File: src/rtl/mem_pkg.sv
// Shared definitions for the CPU-side memory initiator: bus width codes,
// RISC-V load/store width codes, FSM state encodings and command decode helpers.
package mem_pkg;

  // One-hot access width presented on bhw.
  localparam logic [2:0] BHW_B = 3'b001;
  localparam logic [2:0] BHW_H = 3'b010;
  localparam logic [2:0] BHW_W = 3'b100;

  // RISC-V funct3 width codes for loads and stores.
  localparam logic [2:0] F3_B  = 3'b000;
  localparam logic [2:0] F3_H  = 3'b001;
  localparam logic [2:0] F3_W  = 3'b010;
  localparam logic [2:0] F3_BU = 3'b100;
  localparam logic [2:0] F3_HU = 3'b101;

  // FSM state encodings.
  localparam logic [1:0] ST_IDLE = 2'd0;
  localparam logic [1:0] ST_REQ  = 2'd1;
  localparam logic [1:0] ST_GAP  = 2'd2;

  // Width code 11 never exists; unsigned variants exist only for B/H loads.
  function automatic logic f3_legal(input logic [2:0] f3, input logic st);
    return (f3[1:0] != 2'b11) && !(f3[2] && (f3[1] || st));
  endfunction

  // Halves need an even address, words a 4-byte aligned one.
  function automatic logic f3_misaligned(input logic [2:0] f3, input logic [1:0] a);
    case (f3[1:0])
      2'b01:   return a[0];
      2'b10:   return a != 2'b00;
      default: return 1'b0;
    endcase
  endfunction

  function automatic logic [2:0] bhw_of(input logic [2:0] f3);
    case (f3[1:0])
      2'b00:   return BHW_B;
      2'b01:   return BHW_H;
      default: return BHW_W;
    endcase
  endfunction

endpackage

File: src/rtl/mem_access_master_if.sv
// Request/send bus between the CPU-side initiator and the memory responder.
interface mem_access_master_if;
  logic        request;
  logic [2:0]  bhw;
  logic        WR_nRD;
  logic [31:0] ADR;
  logic [31:0] DATA;
  logic [31:0] DATAIN;
  logic        send;

  modport master (output request, bhw, WR_nRD, ADR, DATA, input DATAIN, send);
  modport slave  (input request, bhw, WR_nRD, ADR, DATA, output DATAIN, send);
endinterface

File: src/rtl/mem_access_master_load_extend.sv
// Sign/zero extension of right-justified load data by funct3; purely combinational
// so the writeback stage can reuse it.
module load_extend
  import mem_pkg::*;
(
  input  logic [2:0]  funct3,
  input  logic [31:0] data,
  output logic [31:0] rdata
);

  // Select extension by width code; unknown codes yield zero.
  always_comb begin
    // NOTE: default assignment first so no path leaves rdata unassigned (no latch).
    rdata = '0;
    case (funct3)
      F3_B:    rdata = {{24{data[7]}}, data[7:0]};
      F3_BU:   rdata = {24'h0, data[7:0]};
      F3_H:    rdata = {{16{data[15]}}, data[15:0]};
      F3_HU:   rdata = {16'h0, data[15:0]};
      F3_W:    rdata = data;
      default: rdata = '0;
    endcase
  end

endmodule

File: src/rtl/mem_access_master.sv
// CPU-side initiator: takes one load/store command, holds request on the memory
// bus until the responder pulses send (or a timeout expires), reports the result
// with a one-cycle done pulse, then idles GAP cycles so the responder re-arms.
module mem_access_master
  import mem_pkg::*;
#(
  parameter int TIMEOUT = 255,
  parameter int GAP     = 2
) (
  input  logic                 CLK,
  input  logic                 RST,
  input  logic                 start,
  input  logic                 is_store,
  input  logic [2:0]           funct3,
  input  logic [31:0]          addr,
  input  logic [31:0]          wdata,
  output logic                 busy,
  output logic                 done,
  output logic                 err,
  output logic [31:0]          rdata,
  mem_access_master_if.master  bus
);

  // One counter serves both the REQ timeout and the GAP idle period.
  localparam int CNT_MAX = (TIMEOUT > GAP) ? TIMEOUT : GAP;
  localparam int CW      = $clog2(CNT_MAX + 1);

  logic [1:0]    state;
  logic [CW-1:0] cnt;
  logic          req_q;
  logic          wr_q;
  logic [2:0]    bhw_q;
  logic [2:0]    f3_q;
  logic [31:0]   adr_q;
  logic [31:0]   data_q;
  logic [31:0]   ext;

  assign bus.request = req_q;
  assign bus.WR_nRD  = wr_q;
  assign bus.bhw     = bhw_q;
  assign bus.ADR     = adr_q;
  assign bus.DATA    = data_q;

  // The done cycle of a rejected command also counts as busy, so a new start
  // cannot produce a second done in the very next cycle.
  assign busy = (state != ST_IDLE) || done;

  load_extend u_load_extend (
    .funct3 (f3_q),
    .data   (bus.DATAIN),
    .rdata  (ext)
  );

  // Command FSM: accept in IDLE, hold the bus in REQ, idle out in GAP.
  always_ff @(posedge CLK) begin
    if (RST) begin
      state  <= ST_IDLE;
      cnt    <= '0;
      req_q  <= 1'b0;
      wr_q   <= 1'b0;
      bhw_q  <= 3'b000;
      f3_q   <= 3'b000;
      adr_q  <= '0;
      data_q <= '0;
      done   <= 1'b0;
      err    <= 1'b0;
      rdata  <= '0;
    end else begin
      // NOTE: non-blocking assignments throughout; later assignments in the
      // same cycle override these pulse defaults.
      done <= 1'b0;
      err  <= 1'b0;
      case (state)
        ST_IDLE: begin
          if (start && !busy) begin
            f3_q <= funct3;
            if (!f3_legal(funct3, is_store) || f3_misaligned(funct3, addr[1:0])) begin
              done  <= 1'b1;
              err   <= 1'b1;
              rdata <= '0;
            end else begin
              state  <= ST_REQ;
              cnt    <= '0;
              req_q  <= 1'b1;
              wr_q   <= is_store;
              bhw_q  <= bhw_of(funct3);
              adr_q  <= addr;
              data_q <= wdata;
            end
          end
        end
        ST_REQ: begin
          // send wins over a timeout expiring in the same cycle.
          if (bus.send) begin
            done  <= 1'b1;
            rdata <= wr_q ? '0 : ext;
            req_q <= 1'b0;
            state <= ST_GAP;
            cnt   <= '0;
          end else if (cnt == CW'(TIMEOUT - 1)) begin
            done  <= 1'b1;
            err   <= 1'b1;
            rdata <= '0;
            req_q <= 1'b0;
            state <= ST_GAP;
            cnt   <= '0;
          end else begin
            cnt <= cnt + CW'(1);
          end
        end
        ST_GAP: begin
          if (cnt == CW'(GAP - 1)) begin
            state <= ST_IDLE;
            cnt   <= '0;
          end else begin
            cnt <= cnt + CW'(1);
          end
        end
        default: state <= ST_IDLE;
      endcase
    end
  end

endmodule
File: src/flat_wrapper.sv
// flat-port wrapper written by rule: the top's interface ports become plain ports
module mem_access_master_flat import mem_pkg::*;
#(
  parameter int TIMEOUT = 255,
  parameter int GAP     = 2
)
  (CLK, RST, start, is_store, funct3, addr, wdata, busy, done, err, rdata, bus_request, bus_bhw, bus_WR_nRD, bus_ADR, bus_DATA, bus_DATAIN, bus_send);
  mem_access_master_if bus_i ();
  input  logic CLK;
  input  logic RST;
  input  logic start;
  input  logic is_store;
  input  logic [2:0] funct3;
  input  logic [31:0] addr;
  input  logic [31:0] wdata;
  output logic busy;
  output logic done;
  output logic err;
  output logic [31:0] rdata;
  output wire logic [$bits(bus_i.request)-1:0] bus_request;
  output wire logic [$bits(bus_i.bhw)-1:0] bus_bhw;
  output wire logic [$bits(bus_i.WR_nRD)-1:0] bus_WR_nRD;
  output wire logic [$bits(bus_i.ADR)-1:0] bus_ADR;
  output wire logic [$bits(bus_i.DATA)-1:0] bus_DATA;
  input wire logic [$bits(bus_i.DATAIN)-1:0] bus_DATAIN;
  input wire logic [$bits(bus_i.send)-1:0] bus_send;
  assign bus_request = bus_i.request;
  assign bus_bhw = bus_i.bhw;
  assign bus_WR_nRD = bus_i.WR_nRD;
  assign bus_ADR = bus_i.ADR;
  assign bus_DATA = bus_i.DATA;
  assign bus_i.DATAIN = bus_DATAIN;
  assign bus_i.send = bus_send;
  mem_access_master #(.TIMEOUT(TIMEOUT), .GAP(GAP)) u_core (.CLK(CLK), .RST(RST), .start(start), .is_store(is_store), .funct3(funct3), .addr(addr), .wdata(wdata), .busy(busy), .done(done), .err(err), .rdata(rdata), .bus(bus_i));
endmodule
File: config.mk
export PLATFORM = sky130hd
export DESIGN_NAME = mem_access_master_flat
export DESIGN_NICKNAME = d
export VERILOG_FILES = /design/src/rtl/mem_pkg.sv /design/src/rtl/mem_access_master_if.sv /design/src/rtl/mem_access_master_load_extend.sv /design/src/rtl/mem_access_master.sv /design/src/flat_wrapper.sv
export SDC_FILE = /design/constraint.sdc
export NUM_CORES = 1
export LEC_CHECK = 0
export ABC_CLOCK_PERIOD_IN_PS = 2900
export BUFFER_PORTS_ARGS = -buffer_cell sky130_fd_sc_hd__buf_2
export CORE_ASPECT_RATIO = 0.8
export CORE_UTILIZATION = 47
export CTS_CLUSTER_SIZE = 14
export DETAILED_ROUTE_END_ITERATION = 6
export PLACE_DENSITY = 0.83
export SLEW_MARGIN = 0
export SYNTH_ARGS = -nofsm -noshare
export SYNTH_HDL_FRONTEND = slang
export SYNTH_SLANG_ARGS = --single-unit
File: constraint.sdc
create_clock -name CLK -period 2.9 [get_ports CLK]
set_input_delay 0.58 -clock CLK [delete_from_list [all_inputs] [get_ports CLK]]
set_output_delay 0.58 -clock CLK [all_outputs]
set_load 0.01 [all_outputs]
==> reports/metrics.yaml <==
logic_synthesis:
  synth_top_family_by_area: "compound AO/OA/AOI/OAI gates"
  yosysTopAreaCellShare_pct: 49.2
  ys_top_cells_by_count: "nand2_1 (157), a21oi_1 (117), dfxtp_1 (116)"
  ys_types: 37
  synthCells: 585
  synth.most_common_cell: "nand2_1"
  synth_adder_area_share_pct: 3.44
  async_flop_share_pct: 0
  avgSynthCellArea_um2: 8.07
  syn_area_um2: 4720
  ys_top_cells_by_area: "dfxtp_1 (49%), nand2_1 (12%), a21oi_1 (12%)"
  synth_top_cell_by_area: "dfxtp_1"
  synth_edf_count: 0
  ys_ff_latch: 116
  synth-compound-area-share_pct: 21.9
  ys_warn_count: 0
  synth.mux.area_fraction_pct: 0.212
  ys.flop_type: "dfxtp_1"
  synth_nets: 702
  yosysSeqAreaShare_pct: 49.2
  synth_simple_gate_area_share_pct: 20.7
  synth-xor-area-share_pct: 0
timing:
  worstMarginPinSlew_ps: 1010
  worst_clock_skew_ps: 9.66
  period_needed_ps: 2540
  rsz0062_at_grt: "false"
  setup_violations: 0
  slew_headroom_pct: 32.6
  holdWs_ps: 409
  clock.fmax_mhz: 394
  finalHoldViolCount: 0
  report.final.slew_viol_count: 0
  setup_ws_ps: 359
  fin_crit_sh_pct: 87.6
power_and_ir_drop:
  p_leak_nw: 2.95
  sequentialPowerShare_pct: 34.4
  ir_drop_mv: 0.456
  clkPwrFrac_pct: 42.4
  p_comb_share_pct: 23.1
  p_per_area_nw_per_um2: 818
  power_switching_mw: 1.58
  p_int_mw: 3.76
  p_sw_share_pct: 29.7
job:
  cap_viol_max_count: 0
cells_and_area:
  drive_above_1_share_pct: 35.8
  stdcell_area_um2: 6530
  antennaDiodeCount: 0
  nets: 898
  area_growth_pct: 38.2
  final_cells: 930
  final_util_pct: 67.4
drt:
  wl_per_cell_um: 13.7
  drt_iter0_drc: 307
  vias_per_cell: 5.20
  firstDrtPassIters: 5
  post-route-drc-count: 0
  vias: 4832
  wirelength_um: 12700
  ant_nets: 0
die:
  die_area_um2: 10500
  io_pins: 208
  die_width_um: 114
  core_area_um2: 9690
  initial_core_util_pct: 48.7
  die-height_um: 91.7
  std_cell_rows: 32
grt:
  antenna_found_initial: 0
  gr-total-overflow: 0
  grt_pass1_vias: 4429
  grt_max_degree: 65
  grt_pass1_wl_um: 20200
  track_usage_pct: 24.4
clocking:
  htree_levels: 4
  cts_root_buffer: "clkbuf_16"
  cts_resized: 0
  clk_pin_slew_ps: 60
  tritoncts: "done"
  numCtsBuffers: 17
  insertion_delay_ps: 400
  cts_hold_buffers: 0
  cts_setup_buffers: 0
  cts.sinks: 116
  clockBufferDepth: 2
placed_design:
  io_buffers: 207
  dp.cells: 898
  place_ws_ps: -19.9
  gp_congestion: 0.858
  dpl_cell_area_um2: 5890
  dp_hpwl_um: 8880
worst_setup_path:
  cpPeakStageDelay_ps: 560
  endpoint_kind: "flop"
  cp-start-kind: "input pin"
  crit_chain: "buf_2 -> inv_1 -> ha_1 -> and3_1 -> or4_4 -> o21a_1 -> or4_1 -> a21oi_1"
  critPathKind: "in -> reg"
  cp_data_required_time_ps: 3230
  crit_slowest_cell: "or4_1"
  worst_ep_arrival_time_ps: 2870
  ff2ff_setup_slack_ps: 570
  path_max_fanout: 17
status:
  status: "finished clean"
min_path:
  min_path_type: "in -> reg"
## final cells by class
class                   instances  area [µm²]
flip-flops and latches        116        2320
fillers                       830        3160
clock buffers                  22         464
well taps                     136         170
inverters                       9        33.8
clock inverters                10         178
multi-input cells             416        2190
repair buffers                221        1170
## flip-flops by register name, indices dropped and copies added, names as in the netlist
| signal | flops |
|---|---|
| u_core.done | 1 |
| u_core.err | 1 |
| u_core.bus.request | 1 |
| u_core.cnt | 8 |
| u_core.rdata | 32 |
| u_core.bus.ADR | 32 |
| u_core.state | 2 |
| u_core.f3_q | 3 |
| u_core.bus.WR_nRD | 1 |
| u_core.bus.bhw | 3 |
| u_core.bus.DATA | 32 |
## metrics by stage
step,total power [mW],TNS (ps)
6_report,5.34,0
5_1_grt,5.62,0
4_1_cts,5.38,0
3_5_place_dp,3.10,-19.9
3_3_place_gp,3.05,0
2_1_floorplan,2.67,0
## worst max-delay path: cells and delay by family
| kind | cells | cell delay, ps |
|---|---|---|
| AND/OR/NAND/NOR | 3 | 1260 |
| AO/OA/AOI/OAI | 2 | 520 |
| adder cells (fa/ha/maj) | 1 | 310 |
| buffers and inverters | 2 | 200 |
## metal layers
metal  wire (µm)  GRT usage (%)  vias up
met5           0              0        -
met4         212           11.4        0
met3         966           8.06       18
met2        6130           39.9      185
met1        5410           28.8     2225
li1            -              -     2404
## power by group through the flow
stage,sequential (mW),clock (mW),combinational [mW]
2_1_floorplan,1.91,0,0.757
3_3_place_gp,1.86,0,1.19
3_5_place_dp,1.87,0,1.23
4_1_cts,1.84,2.31,1.24
5_1_grt,1.86,2.39,1.37
6_report,1.84,2.27,1.24
## cells in the final DEF, fill, tap and decap left out, types with 8 or more instances in the layout
cell / count
buf_2: 207
nand2_1: 157
a21oi_1: 117
dfxtp_1: 116
a31o_2: 25
nor2_1: 19
nor3_1: 17
clkbuf_16: 17
ha_1: 13
o31ai_1: 12
buf_4: 12
nand3_1: 11
inv_1: 9
o21ai_0: 8
## logic make-up after synthesis
logic type      count (synthesis)
simple gates                  229
compound gates                173
flops                         116
buf+inv                        53
fa+ha+maj                      13
mux                             1
## final timing paths
kind	depth (start not counted)	end	startpoint
max	8	u_core.cnt[6]	funct3[0]
min	3	u_core.bus.DATA[28]	wdata[28]
max reg2reg	9	u_core.rdata[28]	u_core.state[0]
min reg2reg	2	u_core.bus.ADR[21]	u_core.bus.ADR[21]
No activity file was read; power rests on OpenSTA's default activity.
